### src/rtl/sprite_compositor.sv
// sprite_compositor
//   Final stage after the per-sprite renderers. Picks the winning layer per
//   pixel (sprite 0 = player, highest priority; background when nothing
//   hits; black outside active video) and registers the RGB for the video
//   encoder. Also gathers player-vs-sprite overlaps over a frame and reports
//   them once per frame, triggered by the v_sync rising edge.
//
// Ports
//   i_clk, i_rst          pixel clock, asynchronous active-high reset
//   i_de, i_v_sync        active-video qualifier, vertical sync level
//   i_bg_rgb              background pixel {R,G,B}
//   i_sprite_rgb          sprite k pixel at [24k+23:24k]
//   i_sprite_hit          sprite k opaque at this position
//   o_red/green/blue      composited colour, 2 cycles after the inputs
//   o_de                  i_de delayed to match the colour
//   o_collision           bit k-1: player overlapped sprite k last frame
//   o_collision_valid     one-cycle pulse when o_collision updates
//   o_frame_count         completed frames since reset (wraps)
//
// Build option
//   SPRITE_COMPOSITOR_HITBOX_DEBUG_EN : paint colliding pixels pure red.
module sprite_compositor #(
   parameter int NUM_SPRITES = 4,
   parameter int FRAME_CNT_W = 16
) (
   input  logic                       i_clk,
   input  logic                       i_rst,
   input  logic                       i_de,
   input  logic                       i_v_sync,
   input  logic [23:0]                i_bg_rgb,
   input  logic [24*NUM_SPRITES-1:0]  i_sprite_rgb,
   input  logic [NUM_SPRITES-1:0]     i_sprite_hit,
   output logic [7:0]                 o_red,
   output logic [7:0]                 o_green,
   output logic [7:0]                 o_blue,
   output logic                       o_de,
   output logic [NUM_SPRITES-2:0]     o_collision,
   output logic                       o_collision_valid,
   output logic [FRAME_CNT_W-1:0]     o_frame_count
);

   localparam int STAGES = 2;
   localparam int NC     = NUM_SPRITES - 1;

   typedef struct packed {
      logic                               vs;
      logic [23:0]                        bg;
      logic [NUM_SPRITES-1:0]             hit;
      logic [NUM_SPRITES-1:0][23:0]       rgb;
   } s1_t;

   typedef enum logic [1:0] {S_SYNC, S_ACTIVE, S_REPORT} state_t;

   // de travels down its own shift register; bit 1 = stage 1, bit 2 = o_de
   logic [STAGES:1]   vld_pipe_q, vld_pipe_d;
   s1_t               s1_q, s1_d;
   logic [23:0]       rgb_q, rgb_d;
   logic              vs_prev_q, vs_prev_d;
   state_t            state_q, state_d;
   logic [NC-1:0]     acc_q, acc_d;
   logic [NC-1:0]     hold_q, hold_d;
   logic [NC-1:0]     coll_q, coll_d;
   logic              valid_q, valid_d;
   logic [FRAME_CNT_W-1:0] fcnt_q, fcnt_d;

   logic              de1;
   logic              vs_rise;
   logic [NC-1:0]     col;
   logic [23:0]       sel;

   assign de1     = vld_pipe_q[1];
   assign vs_rise = s1_q.vs & ~vs_prev_q;

   // stage 1 capture
   always_comb begin
      vld_pipe_d = {vld_pipe_q[STAGES-1:1], i_de};
      s1_d.vs    = i_v_sync;
      s1_d.bg    = i_bg_rgb;
      s1_d.hit   = i_sprite_hit;
      s1_d.rgb   = i_sprite_rgb;
      vs_prev_d  = s1_q.vs;
   end

   // player overlap term, qualified by active video
   always_comb begin
      col = '0;
      for (int k = 1; k < NUM_SPRITES; k++)
         col[k-1] = de1 & s1_q.hit[0] & s1_q.hit[k];
   end

   // priority: scan from the lowest priority up so the lowest index wins
   always_comb begin
      sel = s1_q.bg;
      for (int k = NUM_SPRITES-1; k >= 0; k--)
         if (s1_q.hit[k]) sel = s1_q.rgb[k];
      if (!de1) sel = 24'h000000;
`ifdef SPRITE_COMPOSITOR_HITBOX_DEBUG_EN
      if (|col) sel = 24'hFF0000;
`endif
      rgb_d = sel;
   end

   // Frame collision FSM. On the edge cycle the running accumulator is frozen
   // and that cycle's term is parked in hold_q, so a coincident overlap lands
   // in the next frame. The report registers load in S_REPORT.
   always_comb begin
      state_d = state_q;
      acc_d   = acc_q;
      hold_d  = hold_q;
      coll_d  = coll_q;
      valid_d = 1'b0;
      fcnt_d  = fcnt_q;
      case (state_q)
         S_SYNC: begin
            acc_d = '0;
            if (vs_rise) state_d = S_ACTIVE;
         end
         S_ACTIVE: begin
            if (vs_rise) begin
               hold_d  = col;
               state_d = S_REPORT;
            end else begin
               acc_d = acc_q | col;
            end
         end
         S_REPORT: begin
            coll_d  = acc_q;
            valid_d = 1'b1;
            fcnt_d  = fcnt_q + FRAME_CNT_W'(1);
            acc_d   = hold_q | col;
            state_d = S_ACTIVE;
         end
         default: state_d = S_SYNC;
      endcase
   end

   always_ff @(posedge i_clk or posedge i_rst) begin
      if (i_rst) begin
         vld_pipe_q <= '0;
         s1_q       <= '0;
         rgb_q      <= '0;
         vs_prev_q  <= 1'b0;
         state_q    <= S_SYNC;
         acc_q      <= '0;
         hold_q     <= '0;
         coll_q     <= '0;
         valid_q    <= 1'b0;
         fcnt_q     <= '0;
      end else begin
         vld_pipe_q <= vld_pipe_d;
         s1_q       <= s1_d;
         rgb_q      <= rgb_d;
         vs_prev_q  <= vs_prev_d;
         state_q    <= state_d;
         acc_q      <= acc_d;
         hold_q     <= hold_d;
         coll_q     <= coll_d;
         valid_q    <= valid_d;
         fcnt_q     <= fcnt_d;
      end
   end

   assign o_red             = rgb_q[23:16];
   assign o_green           = rgb_q[15:8];
   assign o_blue            = rgb_q[7:0];
   assign o_de              = vld_pipe_q[STAGES];
   assign o_collision       = coll_q;
   assign o_collision_valid = valid_q;
   assign o_frame_count     = fcnt_q;

endmodule
### config.mk
export PLATFORM = sky130hd
export DESIGN_NAME = sprite_compositor
export DESIGN_NICKNAME = d
export VERILOG_FILES = /design/src/rtl/sprite_compositor.sv
export SDC_FILE = /design/constraint.sdc
export NUM_CORES = 1
export LEC_CHECK = 0
export CAP_MARGIN = 20
export CORE_MARGIN = 10
export CORE_UTILIZATION = 49
export CTS_CLUSTER_DIAMETER = 80
export DETAILED_ROUTE_END_ITERATION = 8
export PLACE_DENSITY_LB_ADDON = 0.08
export SYNTH_ARGS = -nofsm -noshare
export SYNTH_HDL_FRONTEND = slang
export SYNTH_SLANG_ARGS = --single-unit
### constraint.sdc
create_clock -name i_clk -period 10.8 [get_ports i_clk]
set_clock_uncertainty 0.2 [all_clocks]
set_input_delay 2.16 -clock i_clk [delete_from_list [all_inputs] [get_ports i_clk]]
set_output_delay 2.16 -clock i_clk [all_outputs]
set_load 0.05 [all_outputs]
==> impl_metrics.ini, run 1 <==
[status]
status = finished, final reports clean

[pwr]
pwr-share-clk_pct = 35.7
power.density_mw_per_mm2 = 194
intPower_w = 0.00121
netSwitchingPower_w = 0.000457
seq_power_share_pct = 46.3
swShare_pct = 27.4
power_w = 0.00167
p_leak_nw = 3.76
pwr-share-comb_pct = 18.0
vdd_drop_max_v = 0.000115

[yosys]
netlist_instances = 455
synth_top_area_share_pct = 73.4
synth_seq_area_share_pct = 73.4
ys_warn_count = 0
synth_most_common_cell = dfrtp_1
syn_area_mm2 = 0.00613
async_flop_share_pct = 100
synth.avg_cell_area_um2 = 13.5
synth_edf_count = 0
synth-seq-cells = 180
synth_ff_type = dfrtp_1
yosysUniqueCellTypes = 25
synth_nets = 588
yosys-top-cells-count = 180 x dfrtp_1, 81 x a21oi_1, 51 x o21ai_0, 29 x inv_1, 28 x mux2_2
synth_top_area_cell = dfrtp_1
synth.area.top_cells = dfrtp_1 73%, a21oi_1 6.6%, mux2_2 5.1%, o21ai_0 4.2%, inv_1 1.8%

[setup_path]
cp.arrival_ps = 1750
path_buf_inv = 1
crit_path_top_delay_cell = clkdlybuf4s50_1
crit_chain = clkdlybuf4s50_1
critical_path.top_delay_family = buffers and inverters
cp.required_ps = 8440
cp.depth = 1
r2r_slack_ps = 8800
slowest_delay_ps = 860
rr_worst_depth = 4
critPathLaunch = o_frame_count[2]
endpoint_kind = output port
crit_type = flip-flop to output port
crit_path_start_kind = flip-flop
cp_max_fo = 5
r2r-start = s1_q[96]
reg2reg_to = rgb_q[19]
crit_path_end = o_frame_count[2]

[sta]
setup_tns_ps = 0
whs_ps = 224
drv_slew = 0
setup_viol = 0
relSlewSlack_pct = 32.2
period_minus_slack_ps = 4110
clock.fmax_mhz = 243
tightestPinTransition_ps = 1020
fin_crit_sh_pct = 38.1
finalHoldViolations = 0
rsz0062_at_grt = no

[cts]
path_clk_slew_ps = 60
clk_latency_ps = 410
postCtsSetupBuffers = 0
ctsHoldBuffers = 0
cts_buffers = 17
cts_root_buf = clkbuf_16
clk_path_buf_depth = 2
cts_tree = done
numClockSinks = 180
htree_levels = 4
cts-resized-gates = 0

[layout]
area_delta_synth_final_pct = 40.6
drive_above_1_share_pct = 10.9
nNetsFinal = 762
diodes = 0

[die]
io_pins = 173
die_h_um = 132
die_width_um = 132
core_mm2 = 0.0121
initial_core_util_pct = 50.6
row_count = 40
die_area_mm2 = 0.0174

[place]
portBuffers = 172
place.detailed.hpwl_mm = 10.1
gp_congestion = 0.756

[min_path]
hp-class = flip-flop to flip-flop

[flow_run]
max_cap_viol_count = 0

[drt]
wl_per_cell_um = 18.4
routed_wirelength_mm = 14.9
drcViolationCount = 0
vias_per_cell = 4.94
ant_nets = 0
drtIter0Drc = 248
vias = 3995
firstDrtPassIters = 4

[global_routing]
track_usage_pct = 17.5
grt_pass1_vias = 4601
grt_overflow = 0
antenna_found_initial = 0
grt_pass1_wl_mm = 24.0
grt_max_degree = 120
[metrics by stage]
step | util (%) | instance area [um^2] | worst slack [ps] | cells
2_1_floorplan | - | 6130 | 3550 | 455
3_3_place_gp | 66.1 | 8010 | 6370 | 777
3_5_place_dp | 66.1 | 8010 | 6310 | 777
4_1_cts | 71.0 | 8600 | 6670 | 808
5_1_grt | 71.2 | 8620 | 6630 | 809
6_report | 71.2 | 8620 | 6690 | 809
[sequential cells by signal, summed over array words and instances, names as in the netlist]
name / cells
s1_q: 124
o_frame_count: 16
vs_prev_q: 1
rgb_q: 24
vld_pipe_q: 2
acc_q: 3
vs_prev_d: 1
o_collision: 3
state_q: 2
o_collision_valid: 1
hold_q: 3
[how the worst min path moves through the flow]
stage                              from       endpoint  slack, ps  cells after the start
after detailed placement      vs_prev_d      vs_prev_q        200                      0
after global routing          vs_prev_d      vs_prev_q        240                      0
after CTS                     vs_prev_d      vs_prev_q        220                      0
final                         vs_prev_d      vs_prev_q        220                      0
after global placement        vs_prev_d      vs_prev_q        210                      0
after floorplan           vld_pipe_q[1]  vld_pipe_q[2]        150                      0
[area by class of cell]
cell class,instances,area (um^2)
fillers,861,3490
well taps,168,210
clock inverters,12,131
clock buffers,19,453
multi-input cells,224,1430
flip-flops and latches,180,4510
inverters,29,114
repair buffers,177,1780
[cell usage in the layout, fill, tap and decap left out, types with 2 or more instances in the layout]
master / netlist / layout
clkinvlp_4: 0 / 7
clkbuf_8: 0 / 2
clkinv_2: 0 / 2
buf_4: 0 / 4
ha_1: 5 / 5
clkbuf_16: 0 / 17
dfrtp_1: 180 / 178
nand2_1: 11 / 11
nor3_1: 2 / 2
inv_6: 0 / 2
inv_1: 29 / 28
xnor2_1: 9 / 9
nand3b_1: 3 / 3
xor2_1: 6 / 6
nor2_1: 6 / 6
nand3_1: 8 / 8
nand4_1: 3 / 3
nand2b_1: 4 / 4
a21oi_1: 81 / 81
clkdlybuf4s50_1: 0 / 172
o21ai_0: 51 / 51
bufinv_16: 0 / 2
dfrtp_2: 0 / 2
mux2_2: 28 / 28
[metal layers]
layer	part of all wire (%)	wire, um	up-vias	GRT usage (%)
met5	0	0	-	0
met4	0.89	132	0	5.50
met3	5.9	875	10	6.63
met2	53	7890	116	30.1
met1	40	6000	1996	19.6
li1	-	-	1873	-
[cell families after synthesis]
| logic type | count (synthesis) | share of synthesized area, % |
|---|---|---|
| flip-flops | 180 | 73.4 |
| AO/OA/AOI/OAI | 133 | 10.9 |
| buffers and inverters | 51 | 3.26 |
| AND/OR/NAND/NOR | 43 | 4.10 |
| multiplexers | 28 | 5.14 |
| XOR/XNOR | 15 | 2.14 |
| adder cells (fa/ha/maj) | 5 | 1.02 |
[power by group through the flow]
stage / combinational [W] / sequential [W] / clock [W]
after floorplan: 0.000111 / 0.000845 / 0
after global placement: 0.000293 / 0.000782 / 0
after global routing: 0.000326 / 0.000780 / 0.000634
after detailed placement: 0.000302 / 0.000785 / 0
final: 0.000301 / 0.000773 / 0.000596
after CTS: 0.000304 / 0.000773 / 0.000607
(Power assumes the default switching activity.)
==> run 2: changes to the inputs <==
--- a/config.mk
+++ b/config.mk
@@ -7,7 +7,7 @@
 export LEC_CHECK = 0
 export CAP_MARGIN = 20
 export CORE_MARGIN = 10
-export CORE_UTILIZATION = 49
+export CORE_UTILIZATION = 43
 export CTS_CLUSTER_DIAMETER = 80
 export DETAILED_ROUTE_END_ITERATION = 8
 export PLACE_DENSITY_LB_ADDON = 0.08
==> constraint.sdc (replaced) <==
create_clock -name i_clk -period 3.69 [get_ports i_clk]
set_clock_uncertainty 0.2 [all_clocks]
set_input_delay 0.738 -clock i_clk [delete_from_list [all_inputs] [get_ports i_clk]]
set_output_delay 0.738 -clock i_clk [all_outputs]
set_load 0.05 [all_outputs]
==> impl_metrics.ini, run 2 (synthesis gave the netlist of run 1 again) <==
[drt]
drcViolationCount = 0
vias = 3971
wl_per_cell_um = 18.3
routed_wirelength_mm = 15.0
vias_per_cell = 4.83
firstDrtPassIters = 4
drtIter0Drc = 243
ant_nets = 0

[layout]
drive_above_1_share_pct = 10.6
layout_common_cells = 179 x dfrtp_1, 172 x clkdlybuf4s50_1, 81 x a21oi_1, 51 x o21ai_0
stdcell_area_mm2 = 0.00864
layout_commonest_cell = dfrtp_1
diodes = 0
largest_reg_flops = 124
fin_util_pct = 62.0
area_delta_synth_final_pct = 40.9
nNetsFinal = 763
regMostFlops = s1_q

[cts]
cts_root_buf = clkbuf_16
cts_buffers = 17
postCtsSetupBuffers = 0
cts_tree = done
path_clk_slew_ps = 60
numClockSinks = 180
htree_levels = 4
clk_path_buf_depth = 2
cts-resized-gates = 0
clk_latency_ps = 420
ctsHoldBuffers = 0

[global_routing]
grt_max_degree = 84
grt_overflow = 0
track_usage_pct = 15.7
grt_pass1_vias = 4460
grt_pass1_wl_mm = 24.0
antenna_found_initial = 0

[setup_path]
crit_path_start_kind = flip-flop
cp.arrival_ps = 1750
cp.required_ps = 2750
r2r-start = state_q[0]
crit_chain = clkdlybuf4s50_1
slowest_delay_ps = 850
cp_max_fo = 5
reg2reg_to = o_frame_count[11]
crit_type = flip-flop to output port
r2r_slack_ps = 1420
rr_worst_depth = 6
critical_path.top_delay_family = buffers and inverters
endpoint_kind = output port
crit_path_top_delay_cell = clkdlybuf4s50_1
path_buf_inv = 1

[pwr]
intPower_w = 0.00357
seq_power_share_pct = 46.3
power.density_mw_per_mm2 = 565
pwr-share-clk_pct = 36.0
swShare_pct = 27.0
netSwitchingPower_w = 0.00132
vdd_drop_max_v = 0.000318
p_leak_nw = 3.79
pwr-share-comb_pct = 17.8

[place]
gp_congestion = 0.767
dpl_cell_area_mm2 = 0.00806
portBuffers = 172
place.detailed.hpwl_mm = 10.5

[min_path]
worstHoldPathCells = 0
hp-class = flip-flop to flip-flop
min-delay-start = vs_prev_d
holdPathEnd = vs_prev_q

[sta]
rsz0062_at_grt = no
setup_tns_ps = 0
drv_slew = 0
finalHoldViolations = 0
fin_crit_sh_pct = 72.7
whs_ps = 207
setup_viol = 0
tightestPinTransition_ps = 1010
relSlewSlack_pct = 32.5
clock.fmax_mhz = 373
period_minus_slack_ps = 2680

[die]
core_mm2 = 0.0139
die_width_um = 139
die_h_um = 139
initial_core_util_pct = 44.0
die_area_mm2 = 0.0194
row_count = 43
io_pins = 173

[status]
status = finished, final reports clean

[flow_run]
max_cap_viol_count = 0
==> run 2: final cells by class <==
type	instances	area (um^2)
Sequential cell	180	4510
Inverter	29	113
Tap cell	180	225
Multi-Input combinational cell	224	1430
Timing Repair Buffer	178	1790
Fill cell	1098	5290
Clock inverter	9	103
Clock buffer	23	478
==> run 2: routing by layer <==
layer	routed length [um]	up-vias	track usage, %
met5	0	-	0
met4	215	0	5.44
met3	1050	15	6.19
met2	7300	125	25.3
met1	6460	1951	18.7
li1	-	1880	-
==> run 2: worst max-delay path by stage <==
stage	startpoint	endpoint	slack [ps]	cells after the start
floorplan	i_rst	acc_q[0]	440	1
CTS	o_frame_count[2]	o_frame_count[2]	970	1
global route	o_frame_count[2]	o_frame_count[2]	930	1
finish	o_frame_count[2]	o_frame_count[2]	1010	1
global placement	o_frame_count[2]	o_frame_count[2]	1470	1
detailed placement	state_q[0]	o_frame_count[11]	1410	6
==> run 2: metrics by stage <==
stage,instances,total power (W),setup WS (ps)
2_1_floorplan,455,0.00280,443
3_3_place_gp,791,0.00315,1470
3_5_place_dp,791,0.00318,1410
4_1_cts,823,0.00495,967
5_1_grt,823,0.00511,931
6_report,823,0.00489,1010
==> run 2: power by group through the flow <==
stage,clock network [W],logic [W],registers [W]
after floorplan,0,0.000325,0.00247
after global placement,0,0.000861,0.00229
after detailed placement,0,0.000879,0.00230
after CTS,0.00181,0.000882,0.00226
after global routing,0.00188,0.000939,0.00228
final,0.00176,0.000867,0.00226
